--- src/rtl/bmult28x28_pkg.sv ---
// bmult28x28_pkg: shared column heights and bit-heap types for the 28x28 multiplier heap compressor
package bmult28x28_pkg;
  localparam int NUM_COLS = 56;
  localparam int OUT_W = 57;
  localparam int MAX_H = 15;
  localparam int NUM_STAGES = 6;
  localparam int COL_HEIGHT [0:NUM_COLS-1] = '{
    2, 1, 3, 2, 4, 3, 5, 4, 6, 5, 7, 6, 8, 7, 9, 8,
    10, 9, 11, 10, 12, 11, 13, 12, 14, 13, 15, 14, 15, 14, 13, 13,
    12, 12, 11, 11, 10, 10, 9, 9, 8, 8, 7, 7, 6, 6, 5, 5,
    4, 4, 3, 3, 2, 2, 1, 1
  };
  // Row count entering each 3:2 stage; each stage maps n rows to 2*(n/3)+n%3.
  localparam int STAGE_ROWS [0:NUM_STAGES] = '{15, 10, 7, 5, 4, 3, 2};
  typedef logic [MAX_H-1:0] heap_col_t;
  typedef logic [OUT_W-1:0] heap_row_t;
endpackage

--- src/rtl/bitheap_fa.sv ---
// bitheap_fa: full adder (3:2 counter) used throughout the reduction tree
module bitheap_fa (
  input  logic a,
  input  logic b,
  input  logic cin,
  output logic s,
  output logic cout
);
  assign s = a ^ b ^ cin;
  assign cout = (a & b) | (cin & (a ^ b));
endmodule

--- src/rtl/bmult28x28_bitheap_compressor.sv ---
// bmult28x28_bitheap_compressor: reduces the 56-column bit heap to a 57-bit sum, registered once
module bmult28x28_bitheap_compressor
  import bmult28x28_pkg::*;
(
  input  logic                      clk,
  input  logic                      rst,
  input  logic [COL_HEIGHT[0]-1:0]  in_col0,
  input  logic [COL_HEIGHT[1]-1:0]  in_col1,
  input  logic [COL_HEIGHT[2]-1:0]  in_col2,
  input  logic [COL_HEIGHT[3]-1:0]  in_col3,
  input  logic [COL_HEIGHT[4]-1:0]  in_col4,
  input  logic [COL_HEIGHT[5]-1:0]  in_col5,
  input  logic [COL_HEIGHT[6]-1:0]  in_col6,
  input  logic [COL_HEIGHT[7]-1:0]  in_col7,
  input  logic [COL_HEIGHT[8]-1:0]  in_col8,
  input  logic [COL_HEIGHT[9]-1:0]  in_col9,
  input  logic [COL_HEIGHT[10]-1:0] in_col10,
  input  logic [COL_HEIGHT[11]-1:0] in_col11,
  input  logic [COL_HEIGHT[12]-1:0] in_col12,
  input  logic [COL_HEIGHT[13]-1:0] in_col13,
  input  logic [COL_HEIGHT[14]-1:0] in_col14,
  input  logic [COL_HEIGHT[15]-1:0] in_col15,
  input  logic [COL_HEIGHT[16]-1:0] in_col16,
  input  logic [COL_HEIGHT[17]-1:0] in_col17,
  input  logic [COL_HEIGHT[18]-1:0] in_col18,
  input  logic [COL_HEIGHT[19]-1:0] in_col19,
  input  logic [COL_HEIGHT[20]-1:0] in_col20,
  input  logic [COL_HEIGHT[21]-1:0] in_col21,
  input  logic [COL_HEIGHT[22]-1:0] in_col22,
  input  logic [COL_HEIGHT[23]-1:0] in_col23,
  input  logic [COL_HEIGHT[24]-1:0] in_col24,
  input  logic [COL_HEIGHT[25]-1:0] in_col25,
  input  logic [COL_HEIGHT[26]-1:0] in_col26,
  input  logic [COL_HEIGHT[27]-1:0] in_col27,
  input  logic [COL_HEIGHT[28]-1:0] in_col28,
  input  logic [COL_HEIGHT[29]-1:0] in_col29,
  input  logic [COL_HEIGHT[30]-1:0] in_col30,
  input  logic [COL_HEIGHT[31]-1:0] in_col31,
  input  logic [COL_HEIGHT[32]-1:0] in_col32,
  input  logic [COL_HEIGHT[33]-1:0] in_col33,
  input  logic [COL_HEIGHT[34]-1:0] in_col34,
  input  logic [COL_HEIGHT[35]-1:0] in_col35,
  input  logic [COL_HEIGHT[36]-1:0] in_col36,
  input  logic [COL_HEIGHT[37]-1:0] in_col37,
  input  logic [COL_HEIGHT[38]-1:0] in_col38,
  input  logic [COL_HEIGHT[39]-1:0] in_col39,
  input  logic [COL_HEIGHT[40]-1:0] in_col40,
  input  logic [COL_HEIGHT[41]-1:0] in_col41,
  input  logic [COL_HEIGHT[42]-1:0] in_col42,
  input  logic [COL_HEIGHT[43]-1:0] in_col43,
  input  logic [COL_HEIGHT[44]-1:0] in_col44,
  input  logic [COL_HEIGHT[45]-1:0] in_col45,
  input  logic [COL_HEIGHT[46]-1:0] in_col46,
  input  logic [COL_HEIGHT[47]-1:0] in_col47,
  input  logic [COL_HEIGHT[48]-1:0] in_col48,
  input  logic [COL_HEIGHT[49]-1:0] in_col49,
  input  logic [COL_HEIGHT[50]-1:0] in_col50,
  input  logic [COL_HEIGHT[51]-1:0] in_col51,
  input  logic [COL_HEIGHT[52]-1:0] in_col52,
  input  logic [COL_HEIGHT[53]-1:0] in_col53,
  input  logic [COL_HEIGHT[54]-1:0] in_col54,
  input  logic [COL_HEIGHT[55]-1:0] in_col55,
  output logic [OUT_W-1:0]          comp_out
);
  heap_col_t col [NUM_COLS];
  heap_row_t rows0 [MAX_H];
  heap_row_t sum_d;
  assign col[0]  = heap_col_t'(in_col0);
  assign col[1]  = heap_col_t'(in_col1);
  assign col[2]  = heap_col_t'(in_col2);
  assign col[3]  = heap_col_t'(in_col3);
  assign col[4]  = heap_col_t'(in_col4);
  assign col[5]  = heap_col_t'(in_col5);
  assign col[6]  = heap_col_t'(in_col6);
  assign col[7]  = heap_col_t'(in_col7);
  assign col[8]  = heap_col_t'(in_col8);
  assign col[9]  = heap_col_t'(in_col9);
  assign col[10] = heap_col_t'(in_col10);
  assign col[11] = heap_col_t'(in_col11);
  assign col[12] = heap_col_t'(in_col12);
  assign col[13] = heap_col_t'(in_col13);
  assign col[14] = heap_col_t'(in_col14);
  assign col[15] = heap_col_t'(in_col15);
  assign col[16] = heap_col_t'(in_col16);
  assign col[17] = heap_col_t'(in_col17);
  assign col[18] = heap_col_t'(in_col18);
  assign col[19] = heap_col_t'(in_col19);
  assign col[20] = heap_col_t'(in_col20);
  assign col[21] = heap_col_t'(in_col21);
  assign col[22] = heap_col_t'(in_col22);
  assign col[23] = heap_col_t'(in_col23);
  assign col[24] = heap_col_t'(in_col24);
  assign col[25] = heap_col_t'(in_col25);
  assign col[26] = heap_col_t'(in_col26);
  assign col[27] = heap_col_t'(in_col27);
  assign col[28] = heap_col_t'(in_col28);
  assign col[29] = heap_col_t'(in_col29);
  assign col[30] = heap_col_t'(in_col30);
  assign col[31] = heap_col_t'(in_col31);
  assign col[32] = heap_col_t'(in_col32);
  assign col[33] = heap_col_t'(in_col33);
  assign col[34] = heap_col_t'(in_col34);
  assign col[35] = heap_col_t'(in_col35);
  assign col[36] = heap_col_t'(in_col36);
  assign col[37] = heap_col_t'(in_col37);
  assign col[38] = heap_col_t'(in_col38);
  assign col[39] = heap_col_t'(in_col39);
  assign col[40] = heap_col_t'(in_col40);
  assign col[41] = heap_col_t'(in_col41);
  assign col[42] = heap_col_t'(in_col42);
  assign col[43] = heap_col_t'(in_col43);
  assign col[44] = heap_col_t'(in_col44);
  assign col[45] = heap_col_t'(in_col45);
  assign col[46] = heap_col_t'(in_col46);
  assign col[47] = heap_col_t'(in_col47);
  assign col[48] = heap_col_t'(in_col48);
  assign col[49] = heap_col_t'(in_col49);
  assign col[50] = heap_col_t'(in_col50);
  assign col[51] = heap_col_t'(in_col51);
  assign col[52] = heap_col_t'(in_col52);
  assign col[53] = heap_col_t'(in_col53);
  assign col[54] = heap_col_t'(in_col54);
  assign col[55] = heap_col_t'(in_col55);
  // Row r holds bit r of every column; columns shorter than r contribute zeros.
  always_comb
    for (int r = 0; r < MAX_H; r++) begin
      rows0[r] = '0;
      for (int c = 0; c < NUM_COLS; c++) rows0[r][c] = col[c][r];
    end
  for (genvar s = 0; s < NUM_STAGES; s++) begin : g_stage
    localparam int N = STAGE_ROWS[s];
    localparam int G = N / 3;
    heap_row_t src [MAX_H];
    heap_row_t nxt [MAX_H];
    if (s == 0) begin : g_first
      assign src = rows0;
    end else begin : g_chain
      assign src = g_stage[s-1].nxt;
    end
    for (genvar g = 0; g < G; g++) begin : g_csa
      for (genvar i = 0; i < OUT_W - 1; i++) begin : g_bit
        bitheap_fa u_fa (
          .a   (src[3*g][i]),
          .b   (src[3*g+1][i]),
          .cin (src[3*g+2][i]),
          .s   (nxt[2*g][i]),
          .cout(nxt[2*g+1][i+1])
        );
      end
      // The full sum fits in OUT_W bits, so the carry out of the top bit is always zero.
      assign nxt[2*g][OUT_W-1] = src[3*g][OUT_W-1] ^ src[3*g+1][OUT_W-1] ^ src[3*g+2][OUT_W-1];
      assign nxt[2*g+1][0] = 1'b0;
    end
    for (genvar r = 3 * G; r < N; r++) begin : g_pass
      assign nxt[2*G+r-3*G] = src[r];
    end
    for (genvar r = STAGE_ROWS[s+1]; r < MAX_H; r++) begin : g_zero
      assign nxt[r] = '0;
    end
  end
  assign sum_d = g_stage[NUM_STAGES-1].nxt[0] + g_stage[NUM_STAGES-1].nxt[1];
  always_ff @(posedge clk) comp_out <= rst ? '0 : sum_d;
endmodule

--- config.mk ---
export PLATFORM = sky130hd
export DESIGN_NAME = bmult28x28_bitheap_compressor
export DESIGN_NICKNAME = d
export VERILOG_FILES = /design/src/rtl/bmult28x28_pkg.sv /design/src/rtl/bitheap_fa.sv /design/src/rtl/bmult28x28_bitheap_compressor.sv
export SDC_FILE = /design/constraint.sdc
export NUM_CORES = 1
export LEC_CHECK = 0
export ABC_AREA = 1
export ABC_CLOCK_PERIOD_IN_PS = 5600
export BUFFER_PORTS_ARGS = -buffer_cell sky130_fd_sc_hd__buf_2
export CORE_MARGIN = 2
export CORE_UTILIZATION = 30
export CTS_CLUSTER_DIAMETER = 80
export CTS_CLUSTER_SIZE = 30
export DETAILED_ROUTE_END_ITERATION = 16
export GPL_TIMING_DRIVEN = 0
export PLACE_DENSITY = 0.64
export SYNTH_ARGS = -nofsm -noshare
export SYNTH_HDL_FRONTEND = slang
export SYNTH_SLANG_ARGS = --single-unit
export TNS_END_PERCENT = 10
--- constraint.sdc ---
create_clock -name clk -period 5.6 [get_ports clk]
set_clock_uncertainty 0.1 [all_clocks]
set_input_delay 0.56 -clock clk [delete_from_list [all_inputs] [get_ports clk]]
set_output_delay 0.56 -clock clk [all_outputs]
set_load 0.01 [all_outputs]
==> flow_metrics.tcl <==
set metrics [dict create \
    largest_register_ffs 57 \
    end_kind "flop" \
    num_antenna_cells 0 \
    vias 12900 \
    final.setup.tns_ns 0 \
    synth_most_common_cell "inv_1" \
    routedWlPerCell_um 13.5 \
    ios 494 \
    synth_top_area_share_pct 42.2 \
    syn_nets 2846 \
    synth_area_per_cell_um2 8.24 \
    syn_area_um2 15500 \
    dp_hpwl_mm 39.6 \
    synthSimpleGateAreaFrac_pct 16.0 \
    synthMuxAreaShare_pct 0 \
    place.gp.congestion 0.913 \
    crit_fanout 5 \
    postCtsHoldBufs 0 \
    grt_antenna_before_repair 0 \
    portBuffers 493 \
    tightestPinTransition_ns 0.488 \
    synth_edf_count 0 \
    grt_pass1_vias 13600 \
    drt_iter0_drc 484 \
    rsz0062_at_grt "true" \
    synth_compound_area_share_pct 3.76 \
    track_usage_pct 16.0 \
    hold_viol_final 0 \
    cap_violations 0 \
    dr.pass1.iters 5 \
    finalCritPeriodShare_pct 96.5 \
    drc_errors 0 \
    yosys.area.top_type "fa_1" \
    cts_made_buffers 9 \
    core_area_um2 51200 \
    synth_common_cells "inv_1, nand2_1, fa_1, ha_1, nor2_1" \
    via_per_inst 4.18 \
    grt_pass1_wl_mm 67.0 \
    clock_path_buffers 2 \
    yosys.area_share.adder_pct 58.0 \
    fp.dieW_um 231 \
    ys_types 31 \
    cts-root-buf "clkbuf_16" \
    ys_async_sr_fraction_pct 0 \
    fmax_ghz 0.185 \
    synthXorXnorAreaFrac_pct 0.169 \
    fin_nets 3350 \
    synthesis.instances 1885 \
    crit_type "in -> reg" \
    reg_top3 "comp_out x57" \
    grt_max_degree 11 \
    clk_pin_slew_worst_paths_ns 0.05 \
    fillers 5396 \
    start_util_pct 30.3 \
    hp-class "in -> reg" \
    cts_max_level 3 \
    cp.arrival_ns 5.55 \
    yosys_register_bits 57 \
    die-area_um2 53600 \
    worstPathRequired_ns 5.75 \
    top_register "comp_out" \
    setup_viol 0 \
    ys_seq_area_share_pct 7.35 \
    period_needed_ns 5.40 \
    cp-start-kind "input pin" \
    ys_warn_count 0 \
    clkSinkCount 57 \
    area_delta_synth_final_pct 24.1 \
    drive_above_1_share_pct 24.9 \
    holdWs_ns 0.451 \
    wirelength_mm 41.4 \
    status "completed" \
    std_cell_rows 83 \
    overflow 0 \
    synth_area_leaders "fa_1, ha_1, inv_1" \
    die_h_um 231 \
    ys.flop_type "dfxtp_1" \
    cts_tree "yes" \
    ant_nets 0 \
    drv_slew 0 \
    slew_headroom_pct 67.5 \
    synth_top_family_by_area "adder cells" \
]
[critical path, cell delays in order]
cell	delay, ns
buf_2	0.08
inv_1	0.06
fa_1	0.53
inv_1	0.05
fa_1	0.50
fa_1	0.53
fa_1	0.52
fa_1	0.54
inv_1	0.05
fa_1	0.52
inv_1	0.05
ha_1	0.34
nand2_1	0.12
inv_1	0.07
a21oi_1	0.25
nand2_1	0.13
a21oi_1	0.12
nand2_1	0.14
nand2_1	0.16
a21oi_1	0.08
nor2_1	0.17
[through the flow]
| stage | utilization [%] | cells | area, um2 | worst slack [ns] |
|---|---|---|---|---|
| floorplan | - | 1885 | 15500 | 0.389 |
| global placement | 36.8 | 3058 | 18800 | -0.313 |
| detailed placement | 36.8 | 3058 | 18800 | -0.314 |
| CTS | 37.4 | 3073 | 19200 | 0.000231 |
| global route | 37.6 | 3073 | 19300 | -0.0735 |
| finish | 37.6 | 3073 | 19300 | 0.198 |
[placed cells by master (no fill, tap or decap), drive strengths merged, types with 8 or more instances in the layout]
cell | Yosys | layout
a21oi | 71 | 71
buf | 2 | 495
clkbuf | 4 | 14
dfxtp | 57 | 57
fa | 327 | 327
ha | 197 | 197
inv | 597 | 597
nand2 | 381 | 381
nand3 | 40 | 40
nor2 | 144 | 144
nor3 | 8 | 8
o21ai | 29 | 29
[repair_timing]
| action | 4_1_cts | 5_1_grt |
|---|---|---|
| buffers inserted | 0 | 0 |
| gates resized for setup | 0 | 26 |
| setup endpoints to repair | 0 | 18 |
[layout make-up]
class                      count  area, um2  area share (%)
sequential                    57       1140            5.92
buffer                         6       33.8           0.175
clock inverter                 5       81.3           0.422
inverter                     598       2240            11.6
multi-input combinational   1224      12200            63.4
timing repair buffer         493       2470            12.8
tap                          680        851            4.42
clock buffer                  10        229            1.19
[metal layers]
layer / track usage [%] / share of wire [%] / wire length [um]
met4: 3.47 / 1.9 / 782
met2: 29.9 / 52 / 21400
met5: 0 / 0 / 0
met1: 18.6 / 39 / 16100
met3: 3.38 / 7.7 / 3180
[logic make-up (layout without fill, tap and decap cells)]
family,Yosys count,in the layout
xor+xnor,3,3
simple gates,586,586
buf+inv,604,1112
compound gates,111,111
flops,57,57
fa+ha+maj,524,524
[worst paths after layout]
path	slack [ns]	cells after the start	startpoint	endpoint
min	0.45	4	in_col1	comp_out[1]
max	0.20	21	in_col29[0]	comp_out[46]
Power is not shown: default switching activity piles up to over one toggle a cycle in this logic, so the estimate is an artifact.
